**src/rtl/bram_frame_reader.sv**
```systemverilog
// Streams a contiguous BRAM frame (start address + length) onto a valid/ready stream.
// Optional trailing XOR checksum beat when BRAM_READER_CHECKSUM_EN is defined.
module bram_frame_reader #(
  parameter int ADDRESS_WIDTH = 6,
  parameter int DATA_WIDTH    = 8
) (
  input  logic                     clk,
  input  logic                     rst_n,
  input  logic                     start,
  input  logic [ADDRESS_WIDTH-1:0] start_addr,
  input  logic [ADDRESS_WIDTH:0]   length,
  output logic                     busy,
  output logic                     done,
  output logic [ADDRESS_WIDTH-1:0] bram_addr,
  input  logic [DATA_WIDTH-1:0]    bram_data,
  output logic [DATA_WIDTH-1:0]    m_data,
  output logic                     m_valid,
  input  logic                     m_ready,
  output logic                     m_last
);

  localparam int AW = ADDRESS_WIDTH;
  localparam int RW = ADDRESS_WIDTH + 1;

  typedef enum logic [2:0] {
    S_IDLE,
    S_LOAD,
    S_SEND,
`ifdef BRAM_READER_CHECKSUM_EN
    S_CSUM,
`endif
    S_DONE
  } state_t;

  state_t                state_q, state_d;
  logic [AW-1:0]         ptr_q, ptr_d;
  logic [RW-1:0]         rem_q, rem_d;
  logic [DATA_WIDTH-1:0] csum_q, csum_d;
  logic [DATA_WIDTH-1:0] data_q, data_d;
  logic                  valid_q, valid_d;
  logic                  last_q, last_d;
  logic                  capture;

  always_comb begin
    state_d = state_q;
    ptr_d   = ptr_q;
    rem_d   = rem_q;
    csum_d  = csum_q;
    data_d  = data_q;
    valid_d = valid_q;
    last_d  = last_q;
    capture = 1'b0;
    unique case (state_q)
      S_IDLE: begin
        if (start) begin
          ptr_d  = start_addr;
          rem_d  = length;
          csum_d = '0;
          if (length != '0) begin
            state_d = S_LOAD;
          end else begin
`ifdef BRAM_READER_CHECKSUM_EN
            state_d = S_CSUM;
            data_d  = '0;
            valid_d = 1'b1;
            last_d  = 1'b1;
`else
            state_d = S_DONE;
`endif
          end
        end
      end
      S_LOAD: capture = 1'b1;
      S_SEND: begin
        if (m_ready) begin
          if (rem_q != '0) begin
            capture = 1'b1;
          end else begin
`ifdef BRAM_READER_CHECKSUM_EN
            state_d = S_CSUM;
            data_d  = csum_q;
            valid_d = 1'b1;
            last_d  = 1'b1;
`else
            state_d = S_DONE;
            valid_d = 1'b0;
            last_d  = 1'b0;
`endif
          end
        end
      end
`ifdef BRAM_READER_CHECKSUM_EN
      S_CSUM: begin
        if (m_ready) begin
          state_d = S_DONE;
          valid_d = 1'b0;
          last_d  = 1'b0;
        end
      end
`endif
      S_DONE: state_d = S_IDLE;
      default: state_d = S_IDLE;
    endcase

    // Shared word fetch used by LOAD and back-to-back SEND
    if (capture) begin
      state_d = S_SEND;
      data_d  = bram_data;
      valid_d = 1'b1;
      ptr_d   = ptr_q + AW'(1);
      rem_d   = rem_q - RW'(1);
      csum_d  = csum_q ^ bram_data;
`ifdef BRAM_READER_CHECKSUM_EN
      last_d  = 1'b0;
`else
      last_d  = (rem_q == RW'(1));
`endif
    end
  end

  always_ff @(posedge clk) begin
    if (!rst_n) begin
      state_q <= S_IDLE;
      ptr_q   <= '0;
      rem_q   <= '0;
      csum_q  <= '0;
      data_q  <= '0;
      valid_q <= 1'b0;
      last_q  <= 1'b0;
    end else begin
      state_q <= state_d;
      ptr_q   <= ptr_d;
      rem_q   <= rem_d;
      csum_q  <= csum_d;
      data_q  <= data_d;
      valid_q <= valid_d;
      last_q  <= last_d;
    end
  end

  assign bram_addr = ptr_q;
  assign m_data    = data_q;
  assign m_valid   = valid_q;
  assign m_last    = last_q;
  assign busy      = (state_q != S_IDLE);
  assign done      = (state_q == S_DONE);

endmodule

```
**config.mk**
```make
export PLATFORM = sky130hd
export DESIGN_NAME = bram_frame_reader
export DESIGN_NICKNAME = d
export VERILOG_FILES = /design/src/rtl/bram_frame_reader.sv
export SDC_FILE = /design/constraint.sdc
export NUM_CORES = 1
export LEC_CHECK = 0
export CORE_ASPECT_RATIO = 1.75
export CORE_UTILIZATION = 47
export CTS_BUF_LIST = sky130_fd_sc_hd__clkbuf_16
export CTS_CLUSTER_DIAMETER = 100
export CTS_CLUSTER_SIZE = 14
export DETAILED_ROUTE_END_ITERATION = 12
export MAX_ROUTING_LAYER = met4
export PLACE_DENSITY = 0.8
export SLEW_MARGIN = 40
export SYNTH_ARGS = -nofsm -noshare
export SYNTH_HDL_FRONTEND = slang
export SYNTH_SLANG_ARGS = --single-unit
```
**constraint.sdc**
```tcl
create_clock -name clk -period 2.2 [get_ports clk]
set_input_delay 0.44 -clock clk [delete_from_list [all_inputs] [get_ports clk]]
set_output_delay 0.44 -clock clk [all_outputs]
set_load 0.02 [all_outputs]
```
# [Yosys cells after proc, flatten, opt, wreduce, memory -nomap -nowiden]
# Cells that the tools add are included.
# Widths: inputs -> output; s select.
[word_totals] regBits=26 in_bits=25 out_inout_bits=18 word_cells=56
[op_classes] addsub=2 n_eq_ne=12 muxes=20 n_bitwise=2 n_reduce_logical=13
[op_table] operator="$mux 7" n=3
[op_table] operator="$mux 6" n=3
[op_table] operator="$reduce_bool 7->1" n=2
[op_table] operator="$ne 2x2->1 const B" n=5
[op_table] operator="$mux 3" n=3
[op_table] operator="$ne 3x3->1 const B" n=3
[op_table] operator="$pmux 3 s3" n=1
[op_table] operator="$reduce_and 4->1" n=2
[op_table] operator="$reduce_bool 2->1" n=4
[op_table] operator="$eq 7x1->1 const B" n=1
[op_table] operator="$mux 1" n=7
[op_table] operator="$sub 7x1->7 const B" n=1
[op_table] operator="$add 6x1->6 const B" n=1
[op_table] operator="$eq 3x2->1 const B" n=2
[op_table] operator="$mux 2" n=2
[op_table] operator="$eq 3x1->1 const B" n=1
[op_table] operator="$logic_not 3->1" n=1
[op_table] operator="$reduce_and 3->1" n=1
[op_table] operator="$reduce_bool 3->1" n=1
[op_table] operator="$not 1->1" n=2
[op_table] operator="$pmux 1 s2" n=1
[op_table] operator="$reduce_and 2->1" n=1
[op_table] operator="$reduce_or 2->1" n=1

# [Depth between registers and ports, before layout]
# Gate-level depths: netlist (run 1).
[logic_depth] depth_word=6 mapped_depth=8 mapped_depth_nobuf=6

# [Worst setup path after synthesis (run 1)]
# Ideal clock, no wire load.
[synth_path] path_type="register to register" startpoint="register rem_q[0]" endpoint="register ptr_q[5] (netlist: bram_addr[5])" arrival_ns=1.829 path_slack_ns=0.220 stages_incl_launch_ff=9 n_path_buf=2 cell_sequence="dfxtp_1 > inv_1 > ha_1 > or3b_1 > buf_6 > o311a_2 > clkbuf_8 > nand4b_1 > o311ai_0"
[synth_via] elab_chain_cells=6 elab_cells_between_ends=8 cone_classes="mux (4); reduce/logical (4)"
[synth_lines] item="start: declaration" line="37" text="logic [RW-1:0] rem_q, rem_d;"
[synth_lines] item="start signal: assignment" line="133" text="rem_q <= rem_d;"
[synth_lines] item="$reduce_bool 7->1 *" line="76" text="if (rem_q != '0) begin"
[synth_lines] item="$mux 1 *" line="76"
[synth_lines] item="$mux 1 *" line="75" text="if (m_ready) begin"
[synth_lines] item="$pmux 1 s2 *" line="53" text="unique case (state_q)"
[synth_lines] item="$reduce_bool 2->1 (no source line)"
[synth_lines] item="$reduce_and 2->1 (no source line)"
[synth_lines] item="end signal: assignment" line="132" text="ptr_q <= ptr_d;"
[synth_lines] item="end: declaration" line="36" text="logic [AW-1:0] ptr_q, ptr_d;"
# Every way passes the cells marked *; elsewhere a longest branch is shown, timed or not.
# A chain may end at the register's enable or synchronous reset.

# [Worst setup path after layout (run 1)]
[layout_path] startpoint="register rem_q[1]" endpoint="register rem_q[4]"
[layout_via] elab_chain_cells=6 elab_cells_between_ends=9 cone_classes="add/sub (1); mux (4); reduce/logical (4)"
[layout_lines] item="$reduce_bool 7->1" line="76"
[layout_lines] item="$mux 1" line="76"
[layout_lines] item="$mux 1" line="75"
[layout_lines] item="$pmux 1 s2" line="53"
[layout_lines] item="$reduce_bool 2->1 (no source line)"
[layout_lines] item="$reduce_and 2->1 (no source line)"
# Several ways; a longest one is shown, not always the timed one.

==> results of run 1 <==
## sequential cells by signal, summed over array words and instances (netlist names)
| signal | cells |
|---|---|
| bram_addr | 6 |
| state_q | 2 |
| m_data | 8 |
| rem_q | 7 |
| m_valid | 1 |
| m_last | 1 |
## placed cells by master (no fill, tap or decap), types with 6 or more instances in the layout
cell             instances
dfxtp_1                 25
nand4_1                 10
nand3_1                  8
o21ai_0                  9
a21boi_1                 6
a21oi_1                  9
nand2_1                 31
inv_1                    7
clkdlybuf4s50_1         42
ha_1                     7
buf_4                   13
## worst max-delay path, stage by stage (launching register included)
cell,delay [ns]
dfxtp_1,0.32
inv_1,0.10
ha_1,0.18
or3b_1,0.48
o311ai_4,0.41
buf_4,0.19
nor3_1,0.04
o31a_1,0.28
## final timing paths
check | slack, ns | cells past startpoint | start | to
worst max-delay path | 0.1 | 7 | rem_q[1] | rem_q[4]
worst min-delay path | 0.46 | 2 | m_data[2] | m_data[2]
worst max register to register | 0.1 | 7 | rem_q[1] | rem_q[4]
worst min register to register | 0.46 | 2 | m_data[2] | m_data[2]
## power by group through the flow
stage | registers, mW | clock network, mW | logic (mW)
final | 0.717 | 0.391 | 1.25
after global placement | 0.713 | 0 | 1.17
after floorplan | 0.781 | 0 | 0.754
after CTS | 0.713 | 0.400 | 1.23
after detailed placement | 0.722 | 0 | 1.22
after global routing | 0.734 | 0.423 | 1.36
## per-layer routing
layer  up-vias  part of all wire (%)  GRT usage [%]
li1        747                     -              -
met1       736                    34           22.3
met2        46                    59           48.7
met3        16                   3.9           3.10
met4         0                   3.5           13.0
met5         -                     0              -
## logic make-up after synthesis
logic type,synth area share [%]
multiplexers,0.767
AND/OR/NAND/NOR,27.5
XOR/XNOR,1.19
flip-flops,34.1
AO/OA/AOI/OAI,23.6
buffers and inverters,6.90
adder cells (fa/ha/maj),5.96
## final cells by class
cell class / count / area [um^2]
Tap cell: 42 / 52.6
Multi-Input combinational cell: 135 / 877
Clock inverter: 1 / 3.75
Fill cell: 246 / 911
Timing Repair Buffer: 55 / 518
Inverter: 6 / 22.5
Clock buffer: 3 / 75.1
Sequential cell: 25 / 500
## timing repair
| item | in CTS | in global routing |
|---|---|---|
| buffers inserted | 0 | 1 |
| hold buffers | 0 | 0 |
| gates resized for setup | 0 | 1 |
| hold endpoints to repair | 0 | 0 |
| endpoints found under the setup margin | 0 | 4 |
==> metrics.md, run 1 <==
| Metric | Value |
|---|---|
| Run status | `complete, but fails checks` |
| Failing checks | `design-rule violations` |
| DRT Pass-1 Iters | `10` |
| Yosys synthesis warning count | `0` |
| Gr ovfl total | `0` |
| Area after DPL | `around 2000 um^2` |
| Clock Root Buffer | `clkbuf_16` |
| Design Area, Final | `slightly above 2000 um^2` |
| Initial antenna violation count | `0` |
| Period utilization | `roughly 96%` |
| CTS clk-pin slew, worst paths | `about 0.060 ns` |
| Dominant cell type by area after synthesis | `dfxtp_1` |
| P&R area growth vs syn | `39.5%` |
| Pwr per Cell Area | `roughly 1200 nW/um^2` |
| CTS tree | `built` |
| CORE AREA | `between 2000 and 3000 um^2` |
| Setup WS pre-CTS | `0.0729 ns` |
| Synth Instances | `between 150 and 200` |
| First-pass GRT wire length | `~6500 um` |
| Post-synth top flop | `dfxtp_1` |
| Top cells by area, synth | `dfxtp_1, nand2_1, ha_1` |
| Max_slew headroom | `between 50% and 60%` |
| Antenna Cells | `0` |
| Max Root-Sink Buffers | `2` |
| Register area share after synthesis | `between 30% and 40%` |
| Sequential power share | `approximately 30%` |
| Drt drc | `2` |
| Crit Path Class | `reg -> reg` |
| GRT Total Usage | `around 26%` |
| Pins over their slew limit | `0` |
| CP startpoint kind | `flip-flop` |
| Via/cell ratio | `a little under 6` |
| Initial Util | `49.6%` |
| Die height | `about 76 um` |
| Slew @ Worst Pin | `0.641 ns` |
| I/O Pins | `between 40 and 50` |
| Share of layout cells above drive strength 1 | `12.0%` |
| Int Pwr | `1.40 mW` |
| WL per Instance | `about 15 um` |
| Post-Route Utilization | `69.2%` |
| Final Hold Vio Count | `0` |
| Final setup fails | `0` |
| CTS HTree Levels | `1` |
| Post-synth cell types | `between 40 and 50` |
| Number of synthesized flops with an enable pin | `0` |
| Antenna-violating nets left | `0` |
| Hold Crit Class | `reg -> reg` |
| Top-area cell type share of the netlist area | `34.1%` |
| Switch Pwr | `around 0.96 mW` |
| Total die area | `about 3400 um^2` |
| Port bufs | `42` |
| Total CTS buffers | `3` |
| Sw Share | `about two fifths` |
| Hold_ws | `0.458 ns` |
| Clk_skew | `around 0.0022 ns` |
| Pin count of the biggest net entering global routing | `21` |
| PnR Total Power | `2.36 mW` |
| Std cell rows | `26` |
| Clock sinks | `25` |
| Synth Cell Area | `around 1500 um^2` |
| DR vias | `1545` |
| Share of power burned in combinational logic | `between 50 and 60%` |
| Crit-path max FO | `6` |
| Critical Path End Type | `flip-flop` |
| Max-Cap Viols | `0` |
| Vias in the first global route | `between 1.5k and 2k` |
| Inst Count DP | `~260` |
| Detailed placement HPWL | `3140 um` |
| Most frequent cell after synthesis | `nand2_1` |
| Syn nets | `~210` |
| Critical Path AT | `2.25 ns` |
| Synth Register Bits | `25` |
| Clk_lat worst skew | `~0.25 ns` |
| Worst Path Required | `2.34 ns` |
| Die Width | `approximately 44 um` |
| Final wirelength | `3970 um` |
| Async SR Flop Fraction | `0%` |
| Final min period | `2.10 ns` |
| GPL Wtd Cong | `0.884` |
| Clock share of power | `between 10% and 20%` |
| Layout Cells excl Fill | `267` |
| Commonest cells post-synth | `nand2_1, dfxtp_1, nand4_1` |
| Lkg Pwr | `0.826 nW` |
| Max rail drop VDD | `~0.00085 V` |
| DR iter-0 viols | `42` |
| Final layout net count | `roughly 260` |
| Avg Synthesized Cell Area | `approximately 8.3 um^2` |
| RSZ-0062 raised after global routing | `false` |
| Setup ws final | `around 0.097 ns` |
| Fmax | `around 0.48 GHz` |
| Setup tns final | `0 ns` |
Note: power is estimated with default switching activity, not from simulation.
==> run 2, diff against run 1 <==
MAX_ROUTING_LAYER = unset   (was met4)
SETUP_SLACK_MARGIN = 0.2   (was unset)
==> run 2 against run 1 <==
Net effect:
- the run still ends with design-rule violations left
- utilization rose by 0.80 points
- via count fell by 3.7%
- critical endpoint unchanged
- register-to-register slack gained 0.15 ns
- clock skew hardly changed
- die area unchanged
- power is 1.6% higher
- design area increased by 1.2%
- worst setup slack better by 0.15 ns
- global-route usage is 0.48 points lower
- routed wire length fell by 1.9%
- critical path type unchanged
- clock power up 3%
==> metrics.md, run 2 (synthesis gave the netlist of run 1 again) <==
| Metric | Value |
|---|---|
| Run status | `complete, but fails checks` |
| Failing checks | `design-rule violations` |
| CTS Hold Bufs | `0` |
| Clock share of power | `16.7%` |
| Clock sinks | `25` |
| CORE AREA | `2960 um^2` |
| Crit-path max FO | `5` |
| GPL Wtd Cong | `about 0.9` |
| Clk_lat worst skew | `0.26 ns` |
| Lkg Pwr | `0.830 nW` |
| Antenna-violating nets left | `0` |
| Int Pwr | `1.42 mW` |
| Total die area | `3360 um^2` |
| Pins over their slew limit | `0` |
| Commonest non-fill, non-tap cell in the layout | `clkdlybuf4s50_1` |
| Share of power burned in combinational logic | `between 50 and 60%` |
| WL per Instance | `14.6 um` |
| CP startpoint kind | `flip-flop` |
| Slew @ Worst Pin | `between 0.4 and 0.5 ns` |
| DR vias | `about 1.5k` |
| Clock Root Buffer | `clkbuf_16` |
| Hold_ws | `approximately 0.45 ns` |
| GRT Total Usage | `around 25%` |
| Final wirelength | `between 3000 and 4000 um` |
| Critical Path AT | `~2.1 ns` |
| Std cell rows | `26` |
| Switch Pwr | `0.975 mW` |
| CTS HTree Levels | `1` |
| Sw Share | `40.7%` |
| Worst Path Required | `roughly 2.4 ns` |
| Fillers | `~240` |
| Critical Path End Type | `flip-flop` |
| CP delay by family, top | `compound AO/OA/AOI/OAI gates` |
| Share of layout cells above drive strength 1 | `13.8%` |
| Pwr per Cell Area | `1160 nW/um^2` |
| Final setup fails | `0` |
| CTS tree | `built` |
| Antenna Cells | `0` |
| Total CTS buffers | `3` |
| Clk_skew | `0.00180 ns` |
| Sequential power share | `30.2%` |
| Initial Util | `49.6%` |
| Gr ovfl total | `0` |
| Max_slew headroom | `69.7%` |
| P&R area growth vs syn | `41.1%` |
| Critical Path Start | `rem_q[1]` |
| Final min period | `approximately 2.0 ns` |
| Max FFs per register | `8` |
| Vias in the first global route | `~1.4k` |
| RSZ-0062 raised after global routing | `false` |
| Crit path buf inv count | `2` |
| Detailed placement HPWL | `between 2000 and 3000 um` |
| Min-delay src | `m_data[2]` |
| Pin count of the biggest net entering global routing | `40` |
| Max-Cap Viols | `0` |
| Final Hold Vio Count | `0` |
| DRT Pass-1 Iters | `8` |
| I/O Pins | `43` |
| CTS clk-pin slew, worst paths | `0.06 ns` |
| CP max stage delay | `approximately 0.42 ns` |
| Most frequent cells in the layout | `clkdlybuf4s50_1, nand2_1, dfxtp_1` |
| Area occupied by multi-input gates | `892 um^2` |
| DR iter-0 viols | `44` |
| Setup tns final | `0 ns` |
| Die height | `between 70 and 80 um` |
| Max stage delay cell, worst path | `or3b_4` |
| Cell chain of the critical path | `inv_2 -> ha_4 -> or3b_4 -> o311ai_4 -> buf_4 -> nor3_1 -> o31a_1` |
| First-pass GRT wire length | `approximately 6500 um` |
| Crit Path Class | `reg -> reg` |
| Initial antenna violation count | `0` |
| Reg2reg start | `rem_q[1]` |
| Fmax | `roughly 0.51 GHz` |
| Hold Crit Class | `reg -> reg` |
| Port bufs | `between 40 and 50` |
| Period utilization | `about nine tenths` |
| Via/cell ratio | `5.59` |
| Die Width | `approximately 44 um` |
| Final layout net count | `about 260` |
| Max rail drop VDD | `0.000801 V` |
| Seq. cell area | `about 500 um^2` |
| Drt drc | `3` |
| Max Root-Sink Buffers | `2` |
==> run 2: cell count changes in the layout (fill, tap and decap cells not counted), sizes merged <==
| cell | before | now |
|---|---|---|
| buf | 13 | 12 |
| dlygate4sd2 | 0 | 1 |
| clkdlybuf4s50 | 42 | 41 |
==> run 2: worst register-to-register path, cell delays in order (launching register included) <==
cell	delay, ns
dfxtp_2	0.33
inv_2	0.08
ha_4	0.13
or3b_4	0.42
o311ai_4	0.39
buf_4	0.18
nor3_1	0.04
o31a_1	0.28
==> run 2: power by group through the flow <==
stage               clock network (mW)  logic [mW]  registers [mW]
finish                           0.401        1.27           0.724
global route                     0.426        1.39           0.745
CTS                              0.407        1.23           0.719
detailed placement                   0        1.20           0.727
global placement                     0        1.15           0.717
floorplan                            0       0.754           0.781
==> run 2: repair_timing <==
item / 4_1_cts / 5_1_grt
endpoints found under the setup margin: 20 / 14
pin swaps: 1 / 2
gates cloned: 0 / 0
setup buffers: 0 / 2
hold endpoints to repair: 0 / 0
resized for setup: 3 / 6
==> run 2: area by class of cell <==
cell class              count  share of cell area (%)
clock buffers               3                    3.62
clock inverters             1                   0.181
inverters                   6                    1.09
multi-input cells         135                    43.0
flip-flops and latches     25                    24.2
well taps                  42                    2.53
repair buffers             54                    25.3
==> run 2: worst paths after layout <==
check | end | slack, ns | cells after the start
worst max-delay path | rem_q[4] | 0.24 | 7
worst min-delay path | m_data[2] | 0.45 | 2
worst max register to register | rem_q[4] | 0.24 | 7
worst min register to register | m_data[2] | 0.45 | 2
==> run 2: routing by layer <==
metal | vias to the layer above | share of wire (%) | track usage (%) | wire (um)
met3 | 7 | 3.6 | 2.14 | 142
met1 | 702 | 38 | 27.9 | 1490
met4 | 0 | 1.6 | 7.27 | 64
met5 | - | 0 | 0 | 0
li1 | 740 | - | - | -
met2 | 39 | 56 | 47.1 | 2190
==> run 2: metrics by stage <==
stage	utilization, %	power [mW]	instances	cell area, um^2	worst slack (ns)
2_1_floorplan	-	1.53	177	1470	0.220
3_3_place_gp	65.9	1.87	260	1950	0.122
3_5_place_dp	65.9	1.93	260	1950	0.0690
4_1_cts	68.9	2.36	264	2040	0.215
5_1_grt	70.0	2.56	266	2070	0.177
6_report	70.0	2.40	266	2070	0.243
